--- config.mk ---
export PLATFORM = sky130hd
export DESIGN_NAME = seg7_scan_ctrl
export DESIGN_NICKNAME = d
export VERILOG_FILES = /design/src/rtl/seg7_pkg.sv /design/src/rtl/seg7_hex_decode.sv /design/src/rtl/seg7_scan_ctrl.sv
export SDC_FILE = /design/constraint.sdc
export NUM_CORES = 1
export LEC_CHECK = 0
export ABC_AREA = 1
export CAP_MARGIN = 15
export CORE_ASPECT_RATIO = 1.75
export CORE_MARGIN = 4
export CORE_UTILIZATION = 40
export CTS_CLUSTER_SIZE = 8
export DETAILED_ROUTE_END_ITERATION = 8
export GPL_ROUTABILITY_DRIVEN = 0
export PLACE_DENSITY = 0.65
export SLEW_MARGIN = 25
export SYNTH_ARGS = -nofsm -noshare
export SYNTH_HDL_FRONTEND = slang
export SYNTH_SLANG_ARGS = --single-unit
--- constraint.sdc ---
create_clock -name clk_sys -period 4.4 [get_ports clk_sys]
set_clock_uncertainty 0.1 [all_clocks]
set_input_delay 1.32 -clock clk_sys [delete_from_list [all_inputs] [get_ports clk_sys]]
set_output_delay 1.32 -clock clk_sys [all_outputs]
set_load 0.01 [all_outputs]
--- src/rtl/seg7_pkg.sv ---
// Shared types, segment encoding table and sizing helper for the seven-segment scan controller.
package seg7_pkg;

    typedef logic [7:0] seg_t;

    localparam seg_t SEG_BLANK = 8'hFF;

    // {dp,g,f,e,d,c,b,a}, active-low, dp off
    localparam seg_t HEX_TABLE [16] = '{
        8'hC0, 8'hF9, 8'hA4, 8'hB0, 8'h99, 8'h92, 8'h82, 8'hF8,
        8'h80, 8'h90, 8'h88, 8'h83, 8'hC6, 8'hA1, 8'h86, 8'h8E
    };

    function automatic int dig_w(input int n);
        return (n > 1) ? $clog2(n) : 1;
    endfunction

endpackage

--- src/rtl/seg7_hex_decode.sv ---
// Output stage: turns the registered nibble/dot/blank/index into active-low segments and a
// one-hot active-low anode, both updated on the same edge so there is no ghosting.
module seg7_hex_decode
    import seg7_pkg::*;
#(
    parameter int NUM_DIGITS = 4,
    parameter int DIG_W      = 2
) (
    input  logic                  clk_sys,
    input  logic                  rst,
    input  logic [3:0]            nib,
    input  logic                  dot,
    input  logic                  blank,
    input  logic [DIG_W-1:0]      idx,
    input  logic                  an_en,
    output logic [7:0]            hex_out,
    output logic [NUM_DIGITS-1:0] seg_sel
);

    seg_t glyph;

    always_comb begin
        glyph = HEX_TABLE[nib];
    end

    always_ff @(posedge clk_sys) begin
        if (rst) begin
            hex_out <= SEG_BLANK;
            seg_sel <= '1;
        end else begin
            hex_out <= blank ? SEG_BLANK : {~dot, glyph[6:0]};
            seg_sel <= an_en ? ~(NUM_DIGITS'(1) << idx) : '1;
        end
    end

endmodule

--- src/rtl/seg7_scan_ctrl.sv ---
// N-digit multiplexed seven-segment controller: throttled frame handshake, refresh-rate digit scan,
// optional leading-zero blanking. Define SEG7_DIMMING_EN to add the bright[3:0] PWM dimming input.
module seg7_scan_ctrl
    import seg7_pkg::*;
#(
    parameter int NUM_DIGITS  = 4,
    parameter int REFRESH_DIV = 250000,
    parameter int HOLD_TICKS  = 200
) (
    input  logic                    clk_sys,
    input  logic                    rst,
    input  logic                    upd_vld,
    output logic                    upd_rdy,
    input  logic [4*NUM_DIGITS-1:0] upd_data,
    input  logic [NUM_DIGITS-1:0]   upd_dots,
    input  logic                    hold_en,
    input  logic                    blank_lz,
`ifdef SEG7_DIMMING_EN
    input  logic [3:0]              bright,
`endif
    output logic [NUM_DIGITS-1:0]   SEG_SELECT_OUT,
    output logic [7:0]              HEX_OUT
);

    localparam int DIG_W  = dig_w(NUM_DIGITS);
    localparam int DIV_W  = (REFRESH_DIV > 1) ? $clog2(REFRESH_DIV) : 1;
    localparam int HOLD_W = $clog2(HOLD_TICKS + 1);

    logic                    rst_q;
    logic [DIV_W-1:0]        div_cnt;
    logic                    tick;
    logic [DIG_W-1:0]        dig_idx;
    logic [HOLD_W-1:0]       hold_cnt;
    logic [4*NUM_DIGITS-1:0] frame_data;
    logic [NUM_DIGITS-1:0]   frame_dots;
    logic [NUM_DIGITS-1:0]   blank_vec;
    logic                    zero_run;
    logic [3:0]              cur_nib;
    logic                    cur_dot;
    logic                    accept;
    logic [3:0]              s1_nib;
    logic                    s1_dot;
    logic                    s1_blank;
    logic [DIG_W-1:0]        s1_idx;
    logic                    an_en;

    assign upd_rdy = !rst_q && (!hold_en || hold_cnt == HOLD_W'(HOLD_TICKS));
    assign accept  = upd_vld && upd_rdy;

    // A digit is blanked only if it and every more-significant digit is a plain zero.
    always_comb begin
        zero_run  = 1'b1;
        blank_vec = '0;
        for (int i = NUM_DIGITS - 1; i > 0; i--) begin
            zero_run     = zero_run && (frame_data[4*i +: 4] == 4'h0) && !frame_dots[i];
            blank_vec[i] = blank_lz && zero_run;
        end
    end

    always_comb begin
        cur_nib = frame_data[{dig_idx, 2'b00} +: 4];
        cur_dot = frame_dots[dig_idx];
    end

    always_ff @(posedge clk_sys) begin
        rst_q <= rst;
        if (rst) begin
            div_cnt    <= '0;
            tick       <= 1'b0;
            dig_idx    <= '0;
            hold_cnt   <= '0;
            frame_data <= '0;
            frame_dots <= '0;
            s1_nib     <= '0;
            s1_dot     <= 1'b0;
            s1_blank   <= 1'b0;
            s1_idx     <= '0;
        end else begin
            tick    <= (div_cnt == DIV_W'(REFRESH_DIV - 1));
            div_cnt <= (div_cnt == DIV_W'(REFRESH_DIV - 1)) ? '0 : div_cnt + 1'b1;

            if (tick)
                dig_idx <= (dig_idx == DIG_W'(NUM_DIGITS - 1)) ? '0 : dig_idx + 1'b1;

            if (accept)
                hold_cnt <= '0;
            else if (tick && hold_cnt != HOLD_W'(HOLD_TICKS))
                hold_cnt <= hold_cnt + 1'b1;

            if (accept) begin
                frame_data <= upd_data;
                frame_dots <= upd_dots;
            end

            s1_nib   <= cur_nib;
            s1_dot   <= cur_dot;
            s1_blank <= blank_vec[dig_idx];
            s1_idx   <= dig_idx;
        end
    end

`ifdef SEG7_DIMMING_EN
    logic [3:0] phase;

    always_ff @(posedge clk_sys) begin
        if (rst)
            phase <= '0;
        else
            phase <= phase + 1'b1;
    end

    assign an_en = (phase <= bright);
`else
    assign an_en = 1'b1;
`endif

    seg7_hex_decode #(
        .NUM_DIGITS (NUM_DIGITS),
        .DIG_W      (DIG_W)
    ) u_decode (
        .clk_sys (clk_sys),
        .rst     (rst),
        .nib     (s1_nib),
        .dot     (s1_dot),
        .blank   (s1_blank),
        .idx     (s1_idx),
        .an_en   (an_en),
        .hex_out (HEX_OUT),
        .seg_sel (SEG_SELECT_OUT)
    );

endmodule
# ---- Yosys cells after proc, flatten, opt, wreduce, memory -nomap -nowiden
# Memory sizes are Yosys's and may differ from the RTL's. A register that Yosys moved wholly into a read port is not among the register bits.
# Index checks and enable logic that the tools add are counted.
dict set report classes {
  add_sub_neg 3
  n_lt_le_gt_ge 2
  n_eq_ne 4
  n_shift 2
  n_mux 7
  bitwise 3
  reduce_logical 23
}
# operator count
set ops {}
lappend ops {{18-bit by 1-bit adder with 18-bit output, second input constant} 1}
lappend ops {{18-bit equality test, second input constant} 1}
lappend ops {{16-bit by 5-bit variable part select with 4-bit output} 1}
lappend ops {{7-bit two-way mux} 2}
lappend ops {{4-bit zero test} 3}
lappend ops {{1-bit logical AND} 11}
lappend ops {{8-bit by 1-bit adder with 8-bit output, second input constant} 1}
lappend ops {{8-bit equality test, second input constant} 1}
lappend ops {{8-bit != test, second input constant} 1}
lappend ops {{2-bit OR reduction} 3}
lappend ops {{5-bit >= comparator, second input constant} 1}
lappend ops {{1-bit zero test} 5}
lappend ops {{4-bit NOT with 5-bit output} 1}
lappend ops {{1-bit binary-select mux with 2-bit select} 2}
lappend ops {{4-bit NOT} 1}
lappend ops {{1-bit by 2-bit << shifter with 4-bit output, first input constant} 1}
lappend ops {{2-bit by 3-bit less-than comparator with 1-bit output, second input constant} 1}
lappend ops {{2-bit by 1-bit adder with 2-bit output, second input constant} 1}
lappend ops {{2-bit equality test, second input constant} 1}
lappend ops {{1-bit two-way mux} 2}
lappend ops {{2-bit two-way mux} 1}
lappend ops {{1-bit logical OR} 1}
lappend ops {{1-bit NOT} 1}
dict set report word_totals {
  register_bits 70
  mem_bits_ro 128
  in_bits 25
  output_inout_bits 13
  word_cells 58
  n_memories 1
}
# name words word_bits read_ports rd_clocked_by_memory_dff write_ports line
set memory_table {}
lappend memory_table {{(no name shown)} 16 8 1 1 0 seg7_hex_decode.sv:23} ;# glyph = HEX_TABLE[nib];

# ---- Longest topological paths before layout
# Gate-level depths: netlist (run 1).
dict set report depth {
  ltp_word 9
  depth_mapped 11
  ltp_nobuf 10
}

# ---- Modules after synthesis
# Synthesis (run 1) repeated with hierarchy kept, for this count alone.
dict set report hier_totals {
  hier_cells 519
  area_unflattened_um2 3520.9
}
# module n_inst cells_each area_per_inst_um2 seq_area_each_um2
set modules_own_cells {}
lappend modules_own_cells {seg7_scan_ctrl 1 447 2946.6 1161.1}
lappend modules_own_cells {seg7_hex_decode 1 72 574.3 240.2}

# ---- Worst setup path before layout (run 1)
# Ideal clock, no wire load.
dict set report synth_timing {
  path_type {input port to output port}
  from {input port hold_en}
  to {output port upd_rdy}
  t_arrival_ns 1.538
  required_time_ns 2.980
  setup_slack_ns 1.442
  path_stages 1
  n_path_buf 0
  cell_sequence {a21oi_1}
}
dict set report synth_via {
  elab_chain_len 3
}
# element line
set synth_lines {}
lappend synth_lines {{start, declared} seg7_scan_ctrl.sv:16} ;# input logic hold_en,
lappend synth_lines {{1-bit zero test} seg7_scan_ctrl.sv:47} ;# assign upd_rdy = !rst_q && (!hold_en || hold_cnt == HOLD_W'(HOLD_TICKS));
lappend synth_lines {{1-bit logical OR} seg7_scan_ctrl.sv:47}
lappend synth_lines {{1-bit logical AND} seg7_scan_ctrl.sv:47}
lappend synth_lines {{end, declared} seg7_scan_ctrl.sv:13} ;# output logic upd_rdy,
# No other way between the ends.

# ---- Worst setup path in the final report (run 1)
# Ends and elaborated chain as after synthesis.

==> results, run 1 <==
- Setup violations remaining at the end of the flow were counted as 0.
- For hold timing, the worst endpoint is u_decode.hex_out[7].
- By area the synthesized netlist is led by sky130_fd_sc_hd__dfxtp_1 (40%), sky130_fd_sc_hd__nand2_1 (13%), sky130_fd_sc_hd__inv_1 (10%).
- The switching power summed over all nets is 360 uW.
- IR analysis of the VDD net gives a maximum drop of 0.000207 V.
- Across every metal layer, demand over resource in global routing totals 0.157.
- The hold buffer count at cts is 0.
- Summed over all cells, the static leakage comes to 1.80 nW.
- Summed over all instances, the cell type with the most area after synthesis is sky130_fd_sc_hd__dfxtp_1.
- In this run the remaining antenna-violating nets after routing total 0.
- The run finished with clean final reports.
- After clock tree synthesis, the repair step resized 0 gates.
- The post-route worst hold slack is 0.291 ns.
- The worst hold-check path type is reg2reg.
- Data on the critical path arrives at its endpoint at 2.46 ns.
- The number of iterations in the first detailed-routing pass is 4.
- The total overflow reported by the global router is 0.
- The switching power as a share of total power is 0.238.
- The routed design could run at a clock period as short as 3.88 ns.
- The post-detailed-placement half-perimeter wirelength is 5470 microns.
- The startpoint type of the worst setup path is a primary input.
- Setup repair after global routing left no endpoint under its margin.
- The TritonCTS buffer count is 9.
- The tree is rooted in a sky130_fd_sc_hd__clkbuf_16.
- The area added between synthesis and finish is 21.8%.
- After the first detailed-routing iteration, the DRC count stood at 172.
- Clock-pin slew was measured on the worst setup and hold paths at 0.06 ns.
- The fraction of power consumed by combinational cells is 0.076.
- The start point of the worst min-delay path is s1_dot.
- The first global-routing pass estimated 12700 microns of wire.
- Counting flops with an async set or reset pin after synthesis yields a share of 0.
- For the pin with the worst max-slew slack, the measured transition is 0.687 ns.
- Data on the critical path is required at its endpoint by 2.98 ns.
- In the final layout, the multi-input gates occupy 0.00161 sq mm.
- After layout, the worst setup slack is 0.519 ns.
- The final hold violation count is 0.
- The part of the total power dissipated in the clock network is 0.485.
- The synthesized design contains 0 enable-type register cells.
- The capturing element type of the critical path is an output port.
- The detailed-route wire length is 7410 microns.
- The setup TNS is 0 ns.
- The netlist area before placement is 0.00346 sq mm.
- Counting flops and latches in the post-synthesis netlist gives 70.
- Fill cells in the final layout number 891.
- The relative max-transition margin is 0.542.
- Summing over every cut layer, the via total after detailed routing is 3156.
- The total number of yosys warnings is 0.
- The setup path with the least slack is of type in2out.
- From bottom edge to top edge, the die measures 131 microns.
- The area of the die is 0.0103 sq mm.
- The number of cells on the worst reg-to-reg path is 9.
- The H-tree depth reported by CTS is 3.
- In this run the tool buffered the top-level ports with 37 buffer cells.
- Counting instances, the worst hold path has a depth of 1.
- When the netlist entered floorplanning its net count stood at 548.
- TritonCTS built the clock tree.
- The pin count of the biggest net entering global routing is 25.
- The most instantiated flip-flop cell in the synthesis netlist is sky130_fd_sc_hd__dfxtp_1.
- After synthesis, the netlist uses 33 different library cells.
- In the finished design, the share of the clock period the worst path needs comes to 0.882.
- Sorting the synthesized cells by how often they occur yields sky130_fd_sc_hd__nand2_1 (119), sky130_fd_sc_hd__inv_1 (95), sky130_fd_sc_hd__dfxtp_1 (70).
- The sequential area share after synthesis is 0.405.
- The total of max-cap violations is 0.
- The total power consumption of the routed design is 1.51 mW.
- The finished cells cover 0.00422 sq mm.
- The register area is 0.00140 sq mm.
- Of the cells placed in the final design, the portion with a size suffix greater than 1 is 0.0543.
- In the final routed layout, each cell accounts on average for 11.1 microns.
- Each instance of the synthesized netlist takes up on average 6.75 sq um.
- The number of setup buffers added after CTS is 0.
- The total I/O pin count is 38.
- The max-slew violation count is 0.
- The number of global-route vias before repair was 3002.
- The final cell utilization of the core is 0.504.
- No sink is reached through more buffers than the 2 on the longest clock path.
- For this design the ratio of total power to cell area is 359 mW/mm^2.
- The number of sinks handled by clock tree synthesis is 70.
- The share of synthesized area in the top cell type comes to 0.405.
- The internal cell power is 1.15 mW.
- The region available for standard cell placement spans 0.00837 sq mm.
- The reg-to-reg critical path startpoint is hold_cnt[0].
- Among all cell types in the netlist, the one instantiated most often is sky130_fd_sc_hd__nand2_1.
- The insertion delay to the later sink of the worst-skew pair is 0.34 ns.
- Once placement completed, the tool counted placed cells totaling 651.
- Using the TritonRoute via totals, the vias-per-cell ratio works out to 4.73.
- The synthesized instance count is 513.
- The terminus of the critical flop-to-flop path is hold_cnt[5].
- The post-place instance area is 0.00391 sq mm.
- Of the total power, registers draw 0.439.
- The number of standard-cell rows in the floorplan is 44.
- The net count of the finished layout is 582.
- The remaining design rule violation count is 0.
- Timing would allow up to 0.258 GHz.
- The number of antenna violations at the first check in global routing is 0.
- OpenSTA, run right after detailed placement, puts the worst setup slack at 0.534 ns.
- The worst reg-to-reg setup slack is 2.25 ns.
- The starting density of the core is 0.414.
- The largest fanout on the critical path is 2.
- The width of the die is 78.3 microns.
- The antenna cell count is 0.
- The post-route non-filler standard cell count is 667.
-- registers in the layout (all words and copies together) (netlist names), 2 cells and up --
| name | flops |
|---|---|
| s1_nib | 4 |
| frame_dots | 4 |
| u_decode.seg_sel | 4 |
| frame_data | 16 |
| hold_cnt | 8 |
| div_cnt | 18 |
| u_decode.hex_out | 8 |
| s1_idx | 2 |
| dig_idx | 2 |
-- power by group through the flow --
| stage | Combinational [mW] | Sequential (mW) | Clock, mW |
|---|---|---|---|
| final | 0.116 | 0.664 | 0.733 |
| after global placement | 0.115 | 0.677 | 0 |
| after global routing | 0.131 | 0.665 | 0.784 |
| after detailed placement | 0.116 | 0.678 | 0 |
| after floorplan | 0.0685 | 0.677 | 0 |
| after CTS | 0.117 | 0.664 | 0.753 |
-- final cells by class --
type | count | area share
Clock buffer | 9 | 0.0534
Multi-Input combinational cell | 329 | 0.382
Clock inverter | 7 | 0.0193
Inverter | 98 | 0.0872
Timing Repair Buffer | 39 | 0.0914
Sequential cell | 70 | 0.332
Tap cell | 115 | 0.0341
-- layout by cell type (no fill, tap or decap), drive strengths merged, types with 2 or more instances in the layout --
cell | Yosys | final
a21oi | 36 | 36
buf | 7 | 2
clkbuf | 9 | 9
clkdlybuf4s50 | 0 | 37
clkinv | 1 | 4
dfxtp | 70 | 70
ha | 10 | 10
inv | 97 | 99
nand2 | 125 | 125
nand3 | 17 | 17
nand3b | 3 | 3
nand4 | 27 | 27
nor2 | 71 | 71
nor3 | 4 | 4
nor4 | 2 | 2
o21ai | 15 | 15
xor2 | 9 | 9
-- how the worst max path moves through the flow --
stage	from	end	slack (ns)
finish	hold_en	upd_rdy	0.52
detailed placement	hold_en	upd_rdy	0.53
floorplan	hold_en	upd_rdy	1.44
CTS	hold_en	upd_rdy	0.52
global route	hold_en	upd_rdy	0.49
global placement	hold_en	upd_rdy	0.52
-- logic make-up (layout without fill, tap and decap cells) --
group                      Yosys count  after routing  synth area share
AOI/OAI and AO/OA                   59             59            0.0914
xor gates and xnor gates            10             10            0.0253
adders and majority gates           10             10            0.0361
buffers and inverters              114            153             0.130
DFF                                 70             70             0.405
and+or+nand+nor                    250            250             0.313
-- metal layers --
metal | share of wire | GRT usage | vias to the layer above
met5 | 0 | 0 | -
met4 | 0.031 | 0.108 | 0
met3 | 0.029 | 0.0253 | 16
met2 | 0.52 | 0.286 | 54
met1 | 0.42 | 0.164 | 1413
li1 | - | - | 1673
-- worst max-delay path: stages --
cell and delay [ns]:
sky130_fd_sc_hd__clkdlybuf4s50_1 0.43, sky130_fd_sc_hd__a21oi_1 0.16, sky130_fd_sc_hd__clkdlybuf4s50_1 0.55
Note: power is estimated with default switching activity, not from simulation.
==> run 2: changes to the inputs <==
Settings changed: SLEW_MARGIN 25 to 20.
==> results of run 2 <==
Final layout, timing and power as in run 1 (identical DEF).
